**src/rtl/execute_stage.sv**
```systemverilog
`default_nettype none
// ============================================================================
// Module      : execute_stage
// Description : MIPS execute stage. Single-cycle ALU, iterative 32-step
//               multiplier/divider owning HI/LO, and a single-entry output
//               register with a valid/ready handshake toward memory.
// Revision    : 1.0 - initial release
// ============================================================================
module execute_stage #(
  parameter int XLEN        = 32,
  parameter int ITER_CYCLES = 32
) (
  input  logic            clk,
  input  logic            resetn,
  input  logic            flush,
  input  logic            in_valid,
  output logic            in_ready,
  input  logic [XLEN-1:0] in_pc,
  input  logic [XLEN-1:0] in_instr,
  input  logic [XLEN-1:0] in_srca,
  input  logic [XLEN-1:0] in_srcb,
  input  logic [4:0]      in_shamt,
  input  logic [4:0]      in_alu_op,
  input  logic [4:0]      in_rd,
  input  logic            in_reg_write,
  input  logic            in_mem_to_reg,
  input  logic            in_mem_write,
  output logic            out_valid,
  input  logic            out_ready,
  output logic [XLEN-1:0] out_pc,
  output logic [XLEN-1:0] out_instr,
  output logic [XLEN-1:0] out_alu_result,
  output logic [XLEN-1:0] out_store_data,
  output logic [4:0]      out_rd,
  output logic            out_reg_write,
  output logic            out_mem_to_reg,
  output logic            out_mem_write,
  output logic            busy
);

  localparam logic [4:0] OP_ADD   = 5'd0;
  localparam logic [4:0] OP_SUB   = 5'd1;
  localparam logic [4:0] OP_AND   = 5'd2;
  localparam logic [4:0] OP_OR    = 5'd3;
  localparam logic [4:0] OP_XOR   = 5'd4;
  localparam logic [4:0] OP_NOR   = 5'd5;
  localparam logic [4:0] OP_SLT   = 5'd6;
  localparam logic [4:0] OP_SLTU  = 5'd7;
  localparam logic [4:0] OP_SLL   = 5'd8;
  localparam logic [4:0] OP_SRL   = 5'd9;
  localparam logic [4:0] OP_SRA   = 5'd10;
  localparam logic [4:0] OP_SLLV  = 5'd11;
  localparam logic [4:0] OP_SRLV  = 5'd12;
  localparam logic [4:0] OP_SRAV  = 5'd13;
  localparam logic [4:0] OP_LUI   = 5'd14;
  localparam logic [4:0] OP_MFHI  = 5'd15;
  localparam logic [4:0] OP_MFLO  = 5'd16;
  localparam logic [4:0] OP_MTHI  = 5'd17;
  localparam logic [4:0] OP_MTLO  = 5'd18;
  localparam logic [4:0] OP_MULT  = 5'd19;
  localparam logic [4:0] OP_MULTU = 5'd20;
  localparam logic [4:0] OP_DIV   = 5'd21;
  localparam logic [4:0] OP_DIVU  = 5'd22;

  localparam logic [4:0] LAST_ITER = 5'(ITER_CYCLES - 1);

  typedef enum logic [1:0] {
    IDLE = 2'd0,
    MUL  = 2'd1,
    DIV  = 2'd2,
    DONE = 2'd3
  } state_t;

  state_t            state;
  logic [4:0]        count;
  logic [XLEN-1:0]   hi;
  logic [XLEN-1:0]   lo;
  logic [2*XLEN-1:0] acc;        // product, or {remainder, quotient}
  logic [XLEN-1:0]   md_b;       // multiplicand / divisor magnitude
  logic [XLEN-1:0]   md_srca;    // raw dividend, returned in HI on divide by zero
  logic              md_is_div;
  logic              md_neg_lo;  // negate product / quotient
  logic              md_neg_hi;  // negate remainder
  logic              md_div_zero;

  logic              accept;
  logic              is_md;
  logic              is_signed_md;
  logic              neg_a;
  logic              neg_b;
  logic [XLEN-1:0]   mag_a;
  logic [XLEN-1:0]   mag_b;
  logic [XLEN-1:0]   alu_result;
  logic [XLEN:0]     mul_sum;
  logic [XLEN:0]     div_diff;
  logic [2*XLEN-1:0] acc_next;
  logic [2*XLEN-1:0] prod_fix;
  logic [XLEN-1:0]   fin_hi;
  logic [XLEN-1:0]   fin_lo;

  assign in_ready = (state == IDLE) && (!out_valid || out_ready) && !flush;
  assign accept   = in_valid && in_ready;

  assign is_md        = (in_alu_op == OP_MULT) || (in_alu_op == OP_MULTU) ||
                        (in_alu_op == OP_DIV)  || (in_alu_op == OP_DIVU);
  assign is_signed_md = (in_alu_op == OP_MULT) || (in_alu_op == OP_DIV);
  assign neg_a        = is_signed_md && in_srca[XLEN-1];
  assign neg_b        = is_signed_md && in_srcb[XLEN-1];
  assign mag_a        = neg_a ? (~in_srca + 1'b1) : in_srca;
  assign mag_b        = neg_b ? (~in_srcb + 1'b1) : in_srcb;

  // Single-cycle ALU result for the op presented by decode
  always_comb begin
    alu_result = '0;
    case (in_alu_op)
      OP_ADD:  alu_result = in_srca + in_srcb;
      OP_SUB:  alu_result = in_srca - in_srcb;
      OP_AND:  alu_result = in_srca & in_srcb;
      OP_OR:   alu_result = in_srca | in_srcb;
      OP_XOR:  alu_result = in_srca ^ in_srcb;
      OP_NOR:  alu_result = ~(in_srca | in_srcb);
      OP_SLT:  alu_result = {{(XLEN-1){1'b0}}, ($signed(in_srca) < $signed(in_srcb))};
      OP_SLTU: alu_result = {{(XLEN-1){1'b0}}, (in_srca < in_srcb)};
      OP_SLL:  alu_result = in_srcb << in_shamt;
      OP_SRL:  alu_result = in_srcb >> in_shamt;
      OP_SRA:  alu_result = $unsigned($signed(in_srcb) >>> in_shamt);
      OP_SLLV: alu_result = in_srcb << in_srca[4:0];
      OP_SRLV: alu_result = in_srcb >> in_srca[4:0];
      OP_SRAV: alu_result = $unsigned($signed(in_srcb) >>> in_srca[4:0]);
      OP_LUI:  alu_result = {in_srcb[15:0], 16'h0000};
      OP_MFHI: alu_result = hi;
      OP_MFLO: alu_result = lo;
      default: alu_result = '0;
    endcase
  end

  // One shift-add or restoring-subtract iteration on the accumulator
  always_comb begin
    mul_sum  = {1'b0, acc[2*XLEN-1:XLEN]} + (acc[0] ? {1'b0, md_b} : {(XLEN+1){1'b0}});
    div_diff = acc[2*XLEN-1:XLEN-1] - {1'b0, md_b};
    if (state == MUL) begin
      acc_next = {mul_sum, acc[XLEN-1:1]};
    end else if (!div_diff[XLEN]) begin
      acc_next = {div_diff[XLEN-1:0], acc[XLEN-2:0], 1'b1};
    end else begin
      acc_next = {acc[2*XLEN-2:0], 1'b0};
    end
  end

  // Sign fixup and divide-by-zero override of the final HI/LO
  always_comb begin
    prod_fix = md_neg_lo ? (~acc + 1'b1) : acc;
    fin_hi   = prod_fix[2*XLEN-1:XLEN];
    fin_lo   = prod_fix[XLEN-1:0];
    if (md_is_div) begin
      if (md_div_zero) begin
        fin_hi = md_srca;
        fin_lo = '1;
      end else begin
        fin_hi = md_neg_hi ? (~acc[2*XLEN-1:XLEN] + 1'b1) : acc[2*XLEN-1:XLEN];
        fin_lo = md_neg_lo ? (~acc[XLEN-1:0] + 1'b1) : acc[XLEN-1:0];
      end
    end
  end

  // Stage FSM, HI/LO and the output payload register
  always_ff @(posedge clk or negedge resetn) begin
    if (!resetn) begin
      state          <= IDLE;
      count          <= '0;
      busy           <= 1'b0;
      hi             <= '0;
      lo             <= '0;
      acc            <= '0;
      md_b           <= '0;
      md_srca        <= '0;
      md_is_div      <= 1'b0;
      md_neg_lo      <= 1'b0;
      md_neg_hi      <= 1'b0;
      md_div_zero    <= 1'b0;
      out_valid      <= 1'b0;
      out_pc         <= '0;
      out_instr      <= '0;
      out_alu_result <= '0;
      out_store_data <= '0;
      out_rd         <= '0;
      out_reg_write  <= 1'b0;
      out_mem_to_reg <= 1'b0;
      out_mem_write  <= 1'b0;
    end else if (flush) begin
      // Kill the buffered payload and any multiply/divide in progress
      state     <= IDLE;
      busy      <= 1'b0;
      out_valid <= 1'b0;
    end else begin
      if (out_valid && out_ready) begin
        out_valid <= 1'b0;
      end
      case (state)
        IDLE: begin
          if (accept) begin
            out_pc         <= in_pc;
            out_instr      <= in_instr;
            out_store_data <= in_srcb;
            out_rd         <= in_rd;
            out_mem_to_reg <= in_mem_to_reg;
            out_mem_write  <= in_mem_write;
            if (is_md) begin
              // Passthrough fields are parked now; result and valid follow at completion
              out_reg_write <= 1'b0;
              md_is_div     <= (in_alu_op == OP_DIV) || (in_alu_op == OP_DIVU);
              md_neg_lo     <= neg_a ^ neg_b;
              md_neg_hi     <= neg_a;
              md_div_zero   <= (in_srcb == '0);
              md_srca       <= in_srca;
              md_b          <= mag_b;
              acc           <= {{XLEN{1'b0}}, mag_a};
              count         <= '0;
              busy          <= 1'b1;
              state         <= ((in_alu_op == OP_DIV) || (in_alu_op == OP_DIVU)) ? DIV : MUL;
            end else begin
              out_reg_write  <= in_reg_write;
              out_alu_result <= alu_result;
              out_valid      <= 1'b1;
              if (in_alu_op == OP_MTHI) hi <= in_srca;
              if (in_alu_op == OP_MTLO) lo <= in_srca;
            end
          end
        end
        MUL, DIV: begin
          acc   <= acc_next;
          count <= count + 5'd1;
          if (count == LAST_ITER) begin
            state <= DONE;
          end
        end
        DONE: begin
          if (!out_valid || out_ready) begin
            hi             <= fin_hi;
            lo             <= fin_lo;
            out_alu_result <= fin_lo;
            out_valid      <= 1'b1;
            busy           <= 1'b0;
            state          <= IDLE;
          end
        end
        default: state <= IDLE;
      endcase
    end
  end

endmodule
`default_nettype wire

```
**config.mk**
```make
export PLATFORM = sky130hd
export DESIGN_NAME = execute_stage
export DESIGN_NICKNAME = d
export VERILOG_FILES = /design/src/rtl/execute_stage.sv
export SDC_FILE = /design/constraint.sdc
export NUM_CORES = 2
export LEC_CHECK = 0
export CAP_MARGIN = 30
export CORE_ASPECT_RATIO = 0.5
export CORE_MARGIN = 4
export CORE_UTILIZATION = 25
export DETAILED_ROUTE_END_ITERATION = 16
export HOLD_SLACK_MARGIN = 0.02
export PLACE_DENSITY = 0.53
export SYNTH_ARGS = -nofsm -noshare
export SYNTH_HDL_FRONTEND = slang
export SYNTH_SLANG_ARGS = --single-unit
export TNS_END_PERCENT = 10
```
**constraint.sdc**
```tcl
create_clock -name clk -period 11 [get_ports clk]
set_input_delay 2.2 -clock clk [delete_from_list [all_inputs] [get_ports clk]]
set_output_delay 2.2 -clock clk [all_outputs]
set_load 0.01 [all_outputs]
```
==> run summary <==
=================================================================================
Slowest cell on the critical path .................................. sky130_fd_sc_hd__a2111oi_0
Post-layout min period .............................................      7.15 ns
Wire per inst ......................................................      31.5 um
Post-synthesis register bit count ..................................          341
Nets@finish ........................................................         4592
Req. time, crit path ...............................................     11.49 ns
Most common flop cell mapped by yosys .............................. sky130_fd_sc_hd__dfrtp_1
Number of nets produced by synthesis ...............................         4436
Distinct cell type count of the synthesized netlist ................           95
Fraction of layout cells with a size suffix above 1 ................        0.101
Overflow left after global routing .................................            0
Post-Syn Instances .................................................         4104
Remaining routing DRC violations ...................................            0
First-pass GRT wire length .........................................    265000 um
Worst-skew pair later-pin latency ..................................      0.63 ns
Critical path capture point type ...................................         flop
Overall routing resource usage .....................................        0.263
Sequential area share after synthesis ..............................        0.259
Stage delay of the slowest cell on the critical path ...............      0.89 ns
Element type at the critical path start ............................    input pin
Total detailed-routing wirelength ..................................    191000 um
Worst clock skew on the final layout ...............................    0.0323 ns
Number of DRC violations after detailed-routing iteration 0 ........         4991
Startpoint-to-endpoint class of the critical path ..................       in2reg
Combined flip-flop and latch cell area .............................     8540 um2
Cell type contributing the most total cell area after synthesis .... sky130_fd_sc_hd__dfrtp_1
Bufs on Longest Clock Path .........................................            3
Setup_tns ..........................................................         0 ns
Worst supply voltage drop on vdd ...................................       123 uV
Post-CTS resize count ..............................................            0
Critical Path, Cell by Cell ........................................ clkdlybuf4s50_1, inv_1, ha_1, inv_1, fa_1, nor2b_1, o21ai_0, a211oi_1, a21oi_1, o211ai_1, a2111oi_0, nor2_1, a31oi_1, o221a_2, o22ai_1
Proportion of total power due to net switching .....................        0.468
Reported leakage power .............................................    0.0159 uW
Post-CTS repair timing setup buffer count ..........................            0
Total count of hold-check failures in the final report .............            0
Unrepaired setup endpoints after global routing ....................           no
Number of buffers created by CTS ...................................           42
Fin Hold WS ........................................................     0.474 ns
Placement row count ................................................           93
Largest reg by FF count ............................................          acc
Cell family with most CP delay ..................................... compound AO/OA/AOI/OAI gates
Port Buffers .......................................................          289
Part of the total power dissipated in the clock network ............        0.174
Sequential cell fraction of total power ............................        0.291
Post-detailed-placement cell area ..................................    38100 um2
# hold bufs at CTS .................................................            0
Slew at the pin closest to its max-slew limit ......................      1.17 ns
Cell types with the highest counts after synthesis ................. sky130_fd_sc_hd__nand2_1 (467), sky130_fd_sc_hd__o21ai_0 (397), sky130_fd_sc_hd__dfrtp_1 (341), sky130_fd_sc_hd__nor2_1 (334), sky130_fd_sc_hd__a21oi_1 (290)
DR vias ............................................................        35698
Starting utilization of the core area ..............................        0.254
CP max FO ..........................................................            8
Number of clock sinks ..............................................          341
Initial DRT Pass Iterations ........................................            7
Area of the die ....................................................   138000 um2
Number of filler cells placed in the layout ........................        13891
Core Util, Final ...................................................        0.305
Multi-input gate area in the final layout ..........................    22700 um2
Summed instance area of the synthesized netlist ....................    33000 um2
Cells taking the most area after synthesis ......................... sky130_fd_sc_hd__dfrtp_1 (26%), sky130_fd_sc_hd__ha_1 (6.7%), sky130_fd_sc_hd__mux2i_1 (6.6%)
CORE AREA ..........................................................   130000 um2
Worst slew margin relative to its limit ............................        0.220
Synth async-reset ratio ............................................         1.00
Cell with the most instances after synthesis ....................... sky130_fd_sc_hd__nand2_1
Dpl hpwl ...........................................................    144000 um
Count of flip-flops with a built-in enable after synthesis .........            0
Area added between synthesis and finish ............................        19.9%
Number of antenna violations at the first check in global routing ..           23
Placed cell count ..................................................         5968
Share of the synthesized area in the top cell type .................        0.259
Data arrival at the endpoint of the critical path ..................      7.64 ns
Height of the die ..................................................       265 um
RD Place Congestion ................................................         1.05
Maximum number of pins on one net before global-route repair .......           97
Syn Area/Cell ......................................................     8.03 um2
Combinational share of power .......................................        0.534
Cell-internal power ................................................      4440 uW
Buffers & Inverters on Critical Path ...............................            3
Cell occurring most often along the worst timing path .............. sky130_fd_sc_hd__inv_1
Peak clock frequency supported by timing ...........................    0.140 GHz
Cell Pwr Density ...................................................   211 nW/um2
Net switching power figure .........................................      3900 uW
Die extent in x ....................................................       521 um
Ratio of routed vias to standard cells .............................         5.90
Final setup violating endpoints ....................................            0
CTS tree ...........................................................          yes
Post-route insts no fill ...........................................         6050
I/O pin total ......................................................          290
Antenna-violating nets left ........................................            0
Clock slew seen by the registers of the worst setup and hold paths .      0.06 ns
Max-Cap Viols ......................................................            0
H-tree levels ......................................................            2
Via count of the first global-routing pass .........................        33704
Final instance area ................................................    39500 um2
Root buf cell ...................................................... sky130_fd_sc_hd__clkbuf_16
Outcome ............................................................ complete, no violations
Share of the clock period used by the worst path ...................        0.650
Yosys Warn Count ...................................................            0
Number of flip-flops under the largest register name ...............           64
Path type of the worst min-delay path ..............................      reg2reg
Number of slew-limit violations in the final report ................            0
=================================================================================
==> tightest hold or removal path, delay by kind of cell, from the launching register on <==
family           cells  cell delay [ns]
and+or+nand+nor      2             0.10
DFF                  1             0.35
==> power by group through the flow <==
stage | clock, uW | sequential (uW) | combinational, uW
6_report | 1450 | 2430 | 4450
5_1_grt | 1520 | 2480 | 4780
4_1_cts | 1470 | 2410 | 4390
3_5_place_dp | 0 | 2420 | 4360
3_3_place_gp | 0 | 2410 | 4310
2_1_floorplan | 0 | 2240 | 2610
==> logic make-up (layout without fill, tap and decap cells) <==
kind of cell,count (synthesis),count (layout),share of synthesized area
AO/OA/AOI/OAI,1302,1302,0.251
AND/OR/NAND/NOR,1218,1218,0.171
buffers and inverters,477,662,0.0560
multiplexers,364,364,0.134
flip-flops,341,341,0.259
XOR/XNOR,221,221,0.0590
adder cells (fa/ha/maj),181,181,0.0696
other,0,4,0
==> cell type report <==
type | count | share of cell area
Timing Repair Buffer | 439 | 0.104
Antenna cell | 4 | 0.000253
Multi-Input combinational cell | 3286 | 0.576
Tap cell | 1757 | 0.0556
Inverter | 150 | 0.0142
Clock buffer | 55 | 0.0294
Clock inverter | 18 | 0.00453
Sequential cell | 341 | 0.216
==> metrics by stage <==
| stage | total power (uW) | worst slack (ns) |
|---|---|---|
| after floorplan | 4840 | 5.40 |
| after global placement | 6720 | 3.25 |
| after detailed placement | 6780 | 3.43 |
| after CTS | 8270 | 4.05 |
| after global routing | 8780 | 3.67 |
| final | 8340 | 3.85 |
==> final timing paths <==
check / slack, ns / startpoint / end / cells after the start
max in group asynchronous: 7.78 / resetn / out_pc[29] / 2
min in group asynchronous: 1.61 / resetn / out_alu_result[18] / 1
worst min-delay path: 0.47 / count[4] / count[4] / 2
worst max register to register: 6.14 / state[0] / out_alu_result[20] / 13
worst max-delay path: 3.85 / in_srca[0] / out_alu_result[30] / 15
worst min register to register: 0.47 / count[4] / count[4] / 2
==> per-layer routing <==
| metal | vias to the layer above | routed length [um] | GRT usage |
|---|---|---|---|
| met5 | - | 126 | 0 |
| met4 | 14 | 9390 | 0.112 |
| met3 | 420 | 22800 | 0.0897 |
| met2 | 2096 | 76600 | 0.371 |
| met1 | 17802 | 81600 | 0.363 |
| li1 | 15366 | - | - |
==> layout by cell type (no fill, tap or decap), types with 72 or more instances in the layout <==
cell,instances
sky130_fd_sc_hd__buf_4,140
sky130_fd_sc_hd__nand2_1,467
sky130_fd_sc_hd__nor2_1,328
sky130_fd_sc_hd__clkdlybuf4s50_1,287
sky130_fd_sc_hd__xnor2_1,155
sky130_fd_sc_hd__inv_1,146
sky130_fd_sc_hd__mux2i_1,212
sky130_fd_sc_hd__ha_1,174
sky130_fd_sc_hd__mux2_2,94
sky130_fd_sc_hd__dfrtp_1,338
sky130_fd_sc_hd__a21oi_1,290
sky130_fd_sc_hd__o21ai_0,396
sky130_fd_sc_hd__nand3_1,72
No activity file was read; power rests on OpenSTA's default activity.
